===== src/rtl/wr_collector.sv =====
// wr_collector
//   Merges NUM_WORKERS worker-result streams into one stream through a small
//   FIFO. Upstream uses a registered one-hot READY with round-robin grant.
//   At most one grant is in flight, and grants are never back-to-back, so
//   intake is at most one result every two cycles. A grant is only issued
//   when the FIFO has room for it, so the FIFO can never overflow.
//
//   Ports:
//     CLK, RST            clock, synchronous active-high reset
//     RECEIVE_WR_VALID    per-worker result valid (bit i = worker i)
//     RECEIVE_WR_DATA     flattened results, worker i at [i*W +: W]
//     RECEIVE_WR_READY    per-worker ready, registered, one-hot or zero
//     SEND_WR_VALID       head-of-FIFO valid (registered)
//     SEND_WR_DATA        head-of-FIFO result (registered, held when empty)
//     SEND_WR_READY       downstream ready
//   Optional (macro WR_COLLECTOR_STATS_EN):
//     STAT_FORWARDED      wrapping count of output handshakes
//     STAT_STALL          saturating count of cycles with VALID && !READY
module wr_collector #(
  parameter int WORKER_RESULT_WIDTH = 64,
  parameter int NUM_WORKERS         = 4,
  parameter int FIFO_DEPTH          = 4
) (
  input  logic                                       CLK,
  input  logic                                       RST,
  input  logic [NUM_WORKERS-1:0]                     RECEIVE_WR_VALID,
  input  logic [NUM_WORKERS*WORKER_RESULT_WIDTH-1:0] RECEIVE_WR_DATA,
  output logic [NUM_WORKERS-1:0]                     RECEIVE_WR_READY,
  output logic                                       SEND_WR_VALID,
  output logic [WORKER_RESULT_WIDTH-1:0]             SEND_WR_DATA,
  input  logic                                       SEND_WR_READY
`ifdef WR_COLLECTOR_STATS_EN
  ,
  output logic [31:0]                                STAT_FORWARDED,
  output logic [31:0]                                STAT_STALL
`endif
);

  localparam int W     = WORKER_RESULT_WIDTH;
  localparam int N     = NUM_WORKERS;
  localparam int PTR_W = $clog2(FIFO_DEPTH);
  localparam int CNT_W = PTR_W + 1;
  localparam int IDX_W = $clog2(NUM_WORKERS);

  logic [N-1:0][W-1:0] in_data;
  assign in_data = RECEIVE_WR_DATA;

  logic [N-1:0]     ready_q;
  logic [IDX_W-1:0] rr;
  logic [IDX_W-1:0] gnt_idx;

  logic [W-1:0]     mem [FIFO_DEPTH];
  logic [PTR_W-1:0] rd_ptr, wr_ptr;
  logic [CNT_W-1:0] count;
  logic             send_valid_q;
  logic [W-1:0]     send_data_q;

  // Round-robin search starting at rr.
  logic             req_found;
  logic [IDX_W-1:0] req_idx;
  int               j;
  always_comb begin
    req_found = 1'b0;
    req_idx   = '0;
    j         = 0;
    for (int k = 0; k < N; k++) begin
      j = int'(rr) + k;
      if (j >= N) j = j - N;
      if (!req_found && RECEIVE_WR_VALID[IDX_W'(j)]) begin
        req_found = 1'b1;
        req_idx   = IDX_W'(j);
      end
    end
  end

  // Credit counts the outstanding grant so a grant can never overfill the FIFO.
  logic in_flight, credit, grant;
  assign in_flight = |ready_q;
  assign credit    = (count + CNT_W'(in_flight)) < CNT_W'(FIFO_DEPTH);
  assign grant     = !in_flight && req_found && credit;

  // Accept only if the granted worker still holds VALID in the READY cycle.
  logic         push, pop;
  logic [W-1:0] push_data;
  assign push      = |(ready_q & RECEIVE_WR_VALID);
  assign push_data = in_data[gnt_idx];
  assign pop       = send_valid_q && SEND_WR_READY;

  logic [CNT_W-1:0] count_n;
  logic [PTR_W-1:0] rd_ptr_n, wr_ptr_n;
  logic [W-1:0]     head_n;
  always_comb begin
    count_n  = count + CNT_W'(push) - CNT_W'(pop);
    rd_ptr_n = rd_ptr + PTR_W'(pop);
    wr_ptr_n = wr_ptr + PTR_W'(push);
    // The entry being written this edge becomes the head when it lands at
    // the new read pointer (empty FIFO, or push+pop with one entry).
    head_n   = (push && (wr_ptr == rd_ptr_n)) ? push_data : mem[rd_ptr_n];
  end

  always_ff @(posedge CLK) begin
    if (RST) begin
      ready_q      <= '0;
      gnt_idx      <= '0;
      rr           <= '0;
      rd_ptr       <= '0;
      wr_ptr       <= '0;
      count        <= '0;
      send_valid_q <= 1'b0;
      send_data_q  <= '0;
    end else begin
      ready_q <= grant ? (N'(1) << req_idx) : '0;
      if (grant) gnt_idx <= req_idx;
      if (push)  rr <= (gnt_idx == IDX_W'(N-1)) ? '0 : gnt_idx + 1'b1;
      rd_ptr       <= rd_ptr_n;
      wr_ptr       <= wr_ptr_n;
      count        <= count_n;
      send_valid_q <= (count_n != '0);
      // When the FIFO goes empty the output data keeps its last value.
      if (count_n != '0) send_data_q <= head_n;
    end
  end

  // Storage needs no reset: it is only observable through count/pointers.
  always_ff @(posedge CLK) begin
    if (!RST && push) mem[wr_ptr] <= push_data;
  end

  assign RECEIVE_WR_READY = ready_q;
  assign SEND_WR_VALID    = send_valid_q;
  assign SEND_WR_DATA     = send_data_q;

`ifdef WR_COLLECTOR_STATS_EN
  logic [31:0] fwd_q, stall_q;
  always_ff @(posedge CLK) begin
    if (RST) begin
      fwd_q   <= '0;
      stall_q <= '0;
    end else begin
      if (pop) fwd_q <= fwd_q + 32'd1;
      if (send_valid_q && !SEND_WR_READY && (stall_q != 32'hFFFF_FFFF))
        stall_q <= stall_q + 32'd1;
    end
  end
  assign STAT_FORWARDED = fwd_q;
  assign STAT_STALL     = stall_q;
`endif

endmodule


===== config.mk =====
export PLATFORM = sky130hd
export DESIGN_NAME = wr_collector
export DESIGN_NICKNAME = d
export VERILOG_FILES = /design/src/rtl/wr_collector.sv
export SDC_FILE = /design/constraint.sdc
export NUM_CORES = 1
export LEC_CHECK = 0
export BUFFER_PORTS_ARGS = -buffer_cell sky130_fd_sc_hd__clkbuf_2
export CAP_MARGIN = 30
export CORE_ASPECT_RATIO = 0.9
export CORE_UTILIZATION = 45
export DETAILED_ROUTE_END_ITERATION = 10
export PLACE_DENSITY = 0.69
export SYNTH_ARGS = -nofsm -noshare
export SYNTH_HDL_FRONTEND = slang
export SYNTH_SLANG_ARGS = --single-unit

===== constraint.sdc =====
create_clock -name CLK -period 10.8 [get_ports CLK]
set_clock_uncertainty 0.2 [all_clocks]
set_input_delay 1.08 -clock CLK [delete_from_list [all_inputs] [get_ports CLK]]
set_output_delay 1.08 -clock CLK [all_outputs]
set_load 0.005 [all_outputs]

==> results.ini, run 1 <==
[worst_setup_path]
r2r-start = RECEIVE_WR_READY[2]
cpPeakStageDelay_ns = 0.62
reg2reg_depth = 11
worstSetupEndpoint = SEND_WR_DATA[53]
reg2reg_to = SEND_WR_DATA[53]
rrSetupSlack_ns = 6.88
path_class = input pin to flip-flop
worstPathArrival_ns = 4.51
setup.worst_path.start = RECEIVE_WR_VALID[2]
cp-end-kind = flip-flop
crit_required_ns = 11.04
crit_top_cell = nand2_1
worstSetupStartpointType = input pin
crit_path_top_delay_cell = buf_4
cp_max_fo = 49
cp_cell_sequence = clkbuf_2, a22oi_1, nand2_1, xnor2_1, ha_1, inv_1, fa_1, nor2b_1, nand2_1, nor2_4, buf_4, a221o_1

[final_layout]
syn2layout_area_growth_pct = 22.9
fill_cells = 2422
final_area_um2 = 17400
antenna-diode-count = 0
fin_nets = 1315
layout.cells.non_filler = 1482
drive_above_1_share_pct = 49.8

[yosys]
yosys_warnings = 0
syn_area_per_cell_um2 = 19.6
syn_inst = 722
ys_types = 45
synthArstFlopShare_pct = 0
ys_seq_area_share_pct = 65.7
syn_area_um2 = 14100
synth_top_area_cell = edfxtp_1
synthTopCellsByCount = 256 x edfxtp_1, 121 x mux4_2, 80 x dfxtp_1, 66 x and3_1, 64 x a221o_1
synth_area_leaders = edfxtp_1 54%, mux4_2 19%, dfxtp_1 11%
synth_fp_nets = 990
synth_most_common_cell = edfxtp_1
synth-edff-count = 256
synth-seq-cells = 336
yosysTopAreaCellShare_pct = 54.3
synth_ff_type = edfxtp_1

[placed_design]
dp_hpwl_mm = 19.4
dpl-instance-area_um2 = 16100
gp_congestion = 0.758
port_buffers = 331
dp_cells = 1417
preCtsSetupSlack_ns = 6.02

[timing]
fin_crit_ns = 4.26
setup_viol = 0
max_freq_mhz = 234
finalMaxSlewViolations = 0
final_hold_viol_count = 0
period_share_pct = 39.5
worst_slew_pin_slew_ns = 0.977
relSlewSlack_pct = 34.9
fin_tns_setup_ns = 0
rsz0062_at_grt = no
postLayoutSetupSlackWorst_ns = 6.54

[floorplanning]
start_util_pct = 45.8
core_um2 = 30900
chipWidth_um = 189
io_pins = 332
fp-row-count = 61
dieArea_um2 = 32100
die_y_um = 170

[power]
peakVddDrop_v = 0.000141
power_density_nw_per_um2 = 235
leakagePower_nw = 6.57
p_total_mw = 4.09

[cts]
clock_sinks = 336
cts_buffer_depth = 3
cts_max_level = 2
cts_tree = done
clock_latency_ns = 0.51
clkSlewWorstSetupHoldPaths_ns = 0.06
post-cts-setup-buffers = 0
cts_hold_buf = 0
clockRootBuffer = clkbuf_16
numCtsBuffers = 36
cts_resized = 0

[detailed_routing]
drtIter0Drc = 519
ant_nets = 0
num_vias = 8412
wl_per_cell_um = 21.4
drc = 0
viasPerCell = 5.68
firstDrtPassIters = 5
routed_wl_mm = 31.8

[outcome]
status = finished clean

[global_routing]
grt_pass1_vias = 8505
grt_pass1_wl_mm = 48.9
grt_overflow_total = 0
track_usage_pct = 20.0
antenna_found_initial = 0
grt_max_degree = 67

[flow_run]
drv_cap = 0

[worst_hold_path]
hold_path.class = flip-flop to flip-flop

-- critical path: cells and delay by family --
family	cells	cell delay, ns
compound gates	2	0.65
xor+xnor	1	0.22
fa+ha+maj	2	0.70
buf+inv	3	0.79
simple gates	4	1.01
-- flip-flops by register name (all words and copies together) (netlist names) --
register / count
mem: 256
rd_ptr: 2
gnt_idx: 2
SEND_WR_VALID: 1
rr: 2
RECEIVE_WR_READY: 4
SEND_WR_DATA: 64
count: 3
wr_ptr: 2
-- worst min path at each step --
| stage | startpoint | end | slack [ns] | depth (start not counted) |
|---|---|---|---|---|
| 3_3_place_gp | SEND_WR_DATA[41] | SEND_WR_DATA[41] | 0.27 | 1 |
| 4_1_cts | SEND_WR_DATA[2] | SEND_WR_DATA[2] | 0.29 | 1 |
| 2_1_floorplan | rr[1] | rr[1] | 0.26 | 2 |
| 5_1_grt | SEND_WR_DATA[54] | SEND_WR_DATA[54] | 0.29 | 1 |
| 3_5_place_dp | SEND_WR_DATA[5] | SEND_WR_DATA[5] | 0.27 | 1 |
| 6_report | SEND_WR_DATA[40] | SEND_WR_DATA[40] | 0.29 | 1 |
-- through the flow --
| stage | util, % | hold slack, ns |
|---|---|---|
| 3_5_place_dp | 52.2 | 0.272 |
| 2_1_floorplan | - | 0.257 |
| 4_1_cts | 56.1 | 0.288 |
| 6_report | 56.2 | 0.286 |
| 5_1_grt | 56.2 | 0.294 |
| 3_3_place_gp | 52.0 | 0.272 |
-- cell type report --
cell class / instances / area (µm²) / share of cell area, %
Sequential cell: 336 / 9300 / 53.5
Multi-Input combinational cell: 326 / 4540 / 26.1
Timing Repair Buffer: 343 / 1810 / 10.4
Clock buffer: 50 / 1070 / 6.13
Tap cell: 409 / 512 / 2.94
Clock inverter: 14 / 145 / 0.835
Inverter: 4 / 15.0 / 0.0864
-- cells in the final DEF, fill, tap and decap left out, types with 4 or more instances in the layout --
cell type	count
nor2_1	9
clkinv_2	7
edfxtp_1	256
and3_1	65
clkbuf_1	5
a221o_1	64
a21oi_1	4
mux4_2	121
mux4_1	7
nor2b_1	6
clkbuf_2	331
clkbuf_16	38
nand2_1	7
buf_4	9
clkbuf_8	7
dfxtp_1	78
inv_1	4
-- layer usage --
layer,part of all wire (%),routed length (µm),vias up,track usage (%)
met3,5.4,1710,58,3.46
met2,49,15500,280,32.4
met1,43,13800,4312,27.3
met4,2.6,823,0,7.01
met5,0,0,-,0
li1,-,-,3762,-
-- kinds of logic (layout without fill, tap and decap cells) --
family          Yosys count  after routing  share of synthesized area [%]
xor+xnor                  6              6                          0.566
flops                   336            336                           65.7
fa+ha+maj                 5              5                          0.495
mux                     128            128                           20.6
buf+inv                  60            411                           2.79
simple gates            105            105                           4.45
compound gates           82             82                           5.47
-- where the power goes --
part / total (mW) / internal [mW] / switching (mW)
Sequential: 1.68 / 1.58 / 0.0950
Combinational: 1.17 / 0.591 / 0.582
Clock: 1.24 / 0.760 / 0.478
Power figures use the tool's default switching activity.
==> run 2, diff against run 1 <==
--- a/config.mk
+++ b/config.mk
@@ -10,7 +10,7 @@
 export CORE_ASPECT_RATIO = 0.9
 export CORE_UTILIZATION = 45
 export DETAILED_ROUTE_END_ITERATION = 10
-export PLACE_DENSITY = 0.69
+export PLACE_DENSITY = 0.71
 export SYNTH_ARGS = -nofsm -noshare
 export SYNTH_HDL_FRONTEND = slang
 export SYNTH_SLANG_ARGS = --single-unit
==> constraint.sdc (replaced) <==
create_clock -name CLK -period 3.5 [get_ports CLK]
set_clock_uncertainty 0.2 [all_clocks]
set_input_delay 0.35 -clock CLK [delete_from_list [all_inputs] [get_ports CLK]]
set_output_delay 0.35 -clock CLK [all_outputs]
set_load 0.005 [all_outputs]
==> run 2 against run 1 <==
Compared with the run above: utilization grew 0.46 points; highest routed layer unchanged; non-clock buffer count grew 10; design area grew 0.81%; register-to-register slack lost 6.5 ns; largest cell class unchanged; critical path depth shrank 1; sequential share of layout area shrank 0.43 points; final cell count grew 0.61%.
==> results.ini, run 2 (same netlist as run 1, synthesis figures left out) <==
[final_layout]
drive_above_1_share_pct = 49.5  ; -0.28 points
mostFrequentLayoutCells = 331 x clkbuf_2, 256 x edfxtp_1, 121 x mux4_2
syn2layout_area_growth_pct = 23.9
fin_nets = 1324  ; +0.68%
final_common_cell = clkbuf_2
largest_register_ffs = 256  ; unchanged
top_register = mem

[worst_setup_path]
cp_cell_sequence = a22oi_1, nand2_1, xnor2_1, ha_1, inv_1, fa_1, nor2b_1, nand2_1, and4_4, buf_12, a221o_1
cpPeakStageDelay_ns = 0.51  ; -0.11 ns
crit_top_cell = nand2_1
cp-end-kind = flip-flop
cp_max_fo = 38  ; -22%
path_class = flip-flop to flip-flop
crit_required_ns = 3.68  ; -7.36 ns
worstPathArrival_ns = 3.30  ; -1.21 ns
worstSetupStartpointType = flip-flop
crit_path_top_delay_cell = fa_1

[timing]
relSlewSlack_pct = 36.9  ; +2.0 points
fin_crit_ns = 3.12
final_hold_viol_count = 0  ; unchanged
postLayoutSetupSlackWorst_ns = 0.383  ; -6.15 ns
period_share_pct = 89.0
max_freq_mhz = 321
setup_viol = 0  ; unchanged
finalMaxSlewViolations = 0  ; unchanged
worst_slew_pin_slew_ns = 0.947  ; -0.0301 ns
fin_tns_setup_ns = 0  ; unchanged
rsz0062_at_grt = no

[global_routing]
grt_pass1_vias = 8439  ; -0.78%
antenna_found_initial = 1  ; +1
grt_overflow_total = 0  ; unchanged
grt_pass1_wl_mm = 47.6  ; -2.7%
track_usage_pct = 19.3  ; -0.64 points
grt_max_degree = 67  ; unchanged

[floorplanning]
dieArea_um2 = 32100  ; unchanged
start_util_pct = 45.8  ; unchanged
die_y_um = 170  ; unchanged
fp-row-count = 61  ; unchanged
chipWidth_um = 189  ; unchanged
io_pins = 332  ; unchanged
core_um2 = 30900  ; unchanged

[power]
peakVddDrop_v = 0.000628  ; +350%
power_density_nw_per_um2 = 729  ; +210%
leakagePower_nw = 6.62  ; +0.74%
p_total_mw = 12.8  ; +210%

[detailed_routing]
viasPerCell = 5.64  ; -0.59%
drc = 0  ; unchanged
ant_nets = 0  ; unchanged
firstDrtPassIters = 5  ; unchanged
num_vias = 8413  ; +0.012%
routed_wl_mm = 31.0  ; -2.5%
wl_per_cell_um = 20.8  ; -3.1%
drtIter0Drc = 506  ; -2.5%

[placed_design]
preCtsSetupSlack_ns = 0.218  ; -5.80 ns
dp_hpwl_mm = 19.1  ; -1.4%
gp_congestion = 0.775  ; +2.2%
port_buffers = 331  ; unchanged

[cts]
post-cts-setup-buffers = 0  ; unchanged
cts_resized = 0  ; unchanged
clkSlewWorstSetupHoldPaths_ns = 0.05  ; about the same
clockRootBuffer = clkbuf_16
cts_hold_buf = 0  ; unchanged
cts_buffer_depth = 3  ; unchanged
cts_tree = done
clock_sinks = 336  ; unchanged
clock_latency_ns = 0.50  ; about the same
cts_max_level = 2  ; unchanged
numCtsBuffers = 35  ; -2.8%

[worst_hold_path]
hold_path.class = input pin to flip-flop

[outcome]
status = finished clean

[flow_run]
drv_cap = 0  ; unchanged

==> run 2: cell types whose count changed in the layout (fill, tap and decap cells not counted), moves of 4 or more <==
cell,change
buf_12,+10
clkinv_1,+5
clkinv_2,-5
clkbuf_8,-4
==> run 2: path summary, 6_finish.rpt <==
path | startpoint | endpoint | slack [ns] | cells after the start
max | RECEIVE_WR_READY[2] | SEND_WR_DATA[2] | 0.38 | 11
min | RECEIVE_WR_VALID[1] | rr[1] | 0.11 | 4
max reg2reg | RECEIVE_WR_READY[2] | SEND_WR_DATA[2] | 0.38 | 11
min reg2reg | SEND_WR_DATA[57] | SEND_WR_DATA[57] | 0.28 | 1
==> run 2: power breakdown <==
group | internal (mW) | switching, mW | total (mW) | leakage, nW
sequential | 4.89 | 0.288 | 5.18 | 2.97
clock | 2.35 | 1.44 | 3.80 | 0.577
combinational | 1.97 | 1.82 | 3.79 | 3.07
total | 9.22 | 3.55 | 12.8 | 6.62
==> run 2: worst max-delay path: cells and delay by family, from the launching register on <==
kind	cells	cell delay, ns
simple gates	4	0.72
fa+ha+maj	2	0.67
compound gates	2	0.66
xor+xnor	1	0.17
flops	1	0.33
buf+inv	2	0.24
==> run 2: through the flow <==
step | util, % | hold slack, ns | area (µm²) | instances
floorplan | - | 0.257 | 14200 | 722
global placement | 52.8 | 0.270 | 16300 | 1427
detailed placement | 52.8 | 0.272 | 16300 | 1427
CTS | 56.6 | 0.0952 | 17500 | 1489
global route | 56.7 | 0.114 | 17500 | 1491
finish | 56.7 | 0.111 | 17500 | 1491
==> run 2: area by class of cell <==
class                           instances  area (µm²)
Clock inverter                         15         190
Timing Repair Buffer                  353        1970
Fill cell                            2398       13400
Inverter                                4        15.0
Multi-Input combinational cell        326        4550
Sequential cell                       336        9300
Antenna cell                            1        2.50
Clock buffer                           47         993
Tap cell                              409         512
==> run 2: layer usage <==
metal	wire length (µm)	track usage, %
met1	13600	27.4
met2	14700	30.9
met3	2100	3.44
met4	559	5.19
met5	0	0
==> run 3, diff against run 2 <==
--- a/config.mk
+++ b/config.mk
@@ -10,7 +10,8 @@
 export CORE_ASPECT_RATIO = 0.9
 export CORE_UTILIZATION = 45
 export DETAILED_ROUTE_END_ITERATION = 10
-export PLACE_DENSITY = 0.71
+export PLACE_DENSITY_LB_ADDON = 0.25
+export REMOVE_ABC_BUFFERS = 1
 export SYNTH_ARGS = -nofsm -noshare
 export SYNTH_HDL_FRONTEND = slang
 export SYNTH_SLANG_ARGS = --single-unit
==> run 3 against run 2 <==
Compared with the run above: sequential cell count unchanged; critical path depth unchanged; critical path type unchanged; count of clock-buffer cells in the layout increased by 7; critical endpoint is now SEND_WR_DATA[46]; highest routed layer unchanged; die area unchanged.
==> results.ini, run 3 (same netlist as run 1, synthesis figures left out) <==
[floorplanning]
dieArea_um2 = 32100  ; unchanged
die_y_um = 170  ; unchanged
fp-row-count = 61  ; unchanged
io_pins = 332  ; unchanged
core_um2 = 30900  ; unchanged
chipWidth_um = 189  ; unchanged
start_util_pct = 45.8  ; unchanged

[worst_setup_path]
reg2reg_to = SEND_WR_DATA[46]
worstSetupEndpoint = SEND_WR_DATA[46]
setup.worst_path.start = RECEIVE_WR_READY[2]
worstSetupStartpointType = flip-flop
path_class = flip-flop to flip-flop
worstPathArrival_ns = 3.35  ; +0.05 ns
cp-end-kind = flip-flop
reg2reg_depth = 11  ; unchanged
rrSetupSlack_ns = 0.33  ; -0.05 ns
r2r-start = RECEIVE_WR_READY[2]
crit_required_ns = 3.68  ; about the same
cp_max_fo = 30  ; -21%

[placed_design]
port_buffers = 331  ; unchanged
preCtsSetupSlack_ns = 0.180  ; -0.0379 ns
dp_hpwl_mm = 19.6  ; +2.2%
gp_congestion = 0.780  ; +0.65%

[cts]
cts_tree = done
cts_buffer_depth = 3  ; unchanged
clockRootBuffer = clkbuf_16
clock_sinks = 336  ; unchanged
numCtsBuffers = 36  ; +2.9%
cts_hold_buf = 0  ; unchanged
cts_max_level = 2  ; unchanged
cts_resized = 0  ; unchanged
clock_latency_ns = 0.50  ; about the same
clkSlewWorstSetupHoldPaths_ns = 0.06  ; about the same
post-cts-setup-buffers = 0  ; unchanged

[outcome]
status = finished clean

[final_layout]
fin_nets = 1325  ; +0.076%
final_common_cell = clkbuf_2
largest_register_ffs = 256  ; unchanged
antenna-diode-count = 0  ; -1
top_register = mem
mostFrequentLayoutCells = 331 x clkbuf_2, 256 x edfxtp_1, 121 x mux4_2
drive_above_1_share_pct = 49.9  ; +0.37 points
syn2layout_area_growth_pct = 23.5
fill_cells = 2423  ; +1.0%
fin_util_pct = 56.5  ; -0.19 points

[detailed_routing]
viasPerCell = 5.65  ; +0.11%
drtIter0Drc = 608  ; +20%
ant_nets = 0  ; unchanged
firstDrtPassIters = 4  ; -1
drc = 0  ; unchanged
routed_wl_mm = 31.2  ; +0.67%
wl_per_cell_um = 20.9  ; +0.47%
num_vias = 8439  ; +0.31%

[power]
peakVddDrop_v = 0.000390  ; -38%
leakagePower_nw = 6.60  ; -0.34%
power_density_nw_per_um2 = 719  ; -1.4%
p_total_mw = 12.6  ; -1.7%

[worst_hold_path]
hold_path.class = input pin to flip-flop
whs_path_depth = 4  ; unchanged

[timing]
setup_viol = 0  ; unchanged
rsz0062_at_grt = no
worst_slew_pin_slew_ns = 0.961  ; +0.0137 ns
relSlewSlack_pct = 36.0  ; -0.91 points
fin_tns_setup_ns = 0  ; unchanged
postLayoutSetupSlackWorst_ns = 0.331  ; -0.0525 ns
finalMaxSlewViolations = 0  ; unchanged
holdWs_ns = 0.0972  ; -0.0142 ns
max_freq_mhz = 316  ; -1.7%
period_share_pct = 90.5  ; +1.5 points
fin_crit_ns = 3.17  ; +0.0525 ns
final_hold_viol_count = 0  ; unchanged

[global_routing]
grt_pass1_wl_mm = 48.5  ; +1.9%
track_usage_pct = 19.7  ; +0.37 points
grt_max_degree = 67  ; unchanged
antenna_found_initial = 0  ; -1
grt_overflow_total = 0  ; unchanged
grt_pass1_vias = 8612  ; +2.1%

[flow_run]
drv_cap = 0  ; unchanged

==> run 3: cell count changes in the layout (fill, tap and decap cells not counted) <==
cell,change
nor3b_2,+1
clkinv_4,+1
nor3b_4,-1
inv_6,+2
buf_12,+2
bufinv_16,-4
buf_4,-1
clkinv_2,+5
clkinv_1,-8
clkbuf_8,+1
diode_2,-1
buf_16,-1
clkinvlp_4,+1
clkbuf_1,+6
==> run 3: worst min-delay path by stage <==
stage | start | end | slack (ns)
after floorplan | RST | gnt_idx[0] | 0.22
after global placement | SEND_WR_DATA[1] | SEND_WR_DATA[1] | 0.27
after detailed placement | SEND_WR_DATA[24] | SEND_WR_DATA[24] | 0.27
after CTS | RECEIVE_WR_VALID[1] | rr[1] | 0.07
after global routing | RECEIVE_WR_DATA[55] | mem[0][55] | 0.11
final | RECEIVE_WR_VALID[1] | rr[1] | 0.1
==> run 3: metal layers <==
metal  track usage, %  vias to the layer above  routed length, µm
li1                 -                     3781                  -
met1             27.9                     4314              13700
met2             32.4                      314              15300
met3             3.05                       30               1880
met4             4.38                        0                352
met5                0                        -                  0
==> run 3: worst max-delay path, stage by stage, from the launching register on <==
cell and delay [ns]:
dfxtp_1 0.34, a22oi_1 0.37, nand2_1 0.15, xnor2_1 0.17, ha_1 0.17, inv_1 0.05
fa_1 0.51, nor2b_1 0.27, a21oi_4 0.10, buf_4 0.25, and3_1 0.20, a221o_1 0.26
==> run 3: metrics by stage <==
step                      cells  instance area [µm²]
after global routing       1494                17500
after detailed placement   1428                16300
after global placement     1428                16300
after CTS                  1494                17500
final                      1494                17500
after floorplan             666                13800
==> run 3: power by group <==
| part | internal, mW | switching (mW) | total, mW |
|---|---|---|---|
| clock | 2.12 | 1.47 | 3.59 |
| combinational | 1.97 | 1.81 | 3.78 |
| sequential | 4.89 | 0.287 | 5.18 |
| total | 8.98 | 3.57 | 12.6 |
==> run 3: cell type report <==
cell class | instances | area (µm²) | share of cell area [%]
clock inverter | 12 | 98.8 | 0.566
inverter | 4 | 15.0 | 0.0860
timing repair buffer | 353 | 1970 | 11.3
multi-input combinational | 326 | 4540 | 26.0
sequential | 336 | 9300 | 53.2
tap | 409 | 512 | 2.93
clock buffer | 54 | 1030 | 5.90
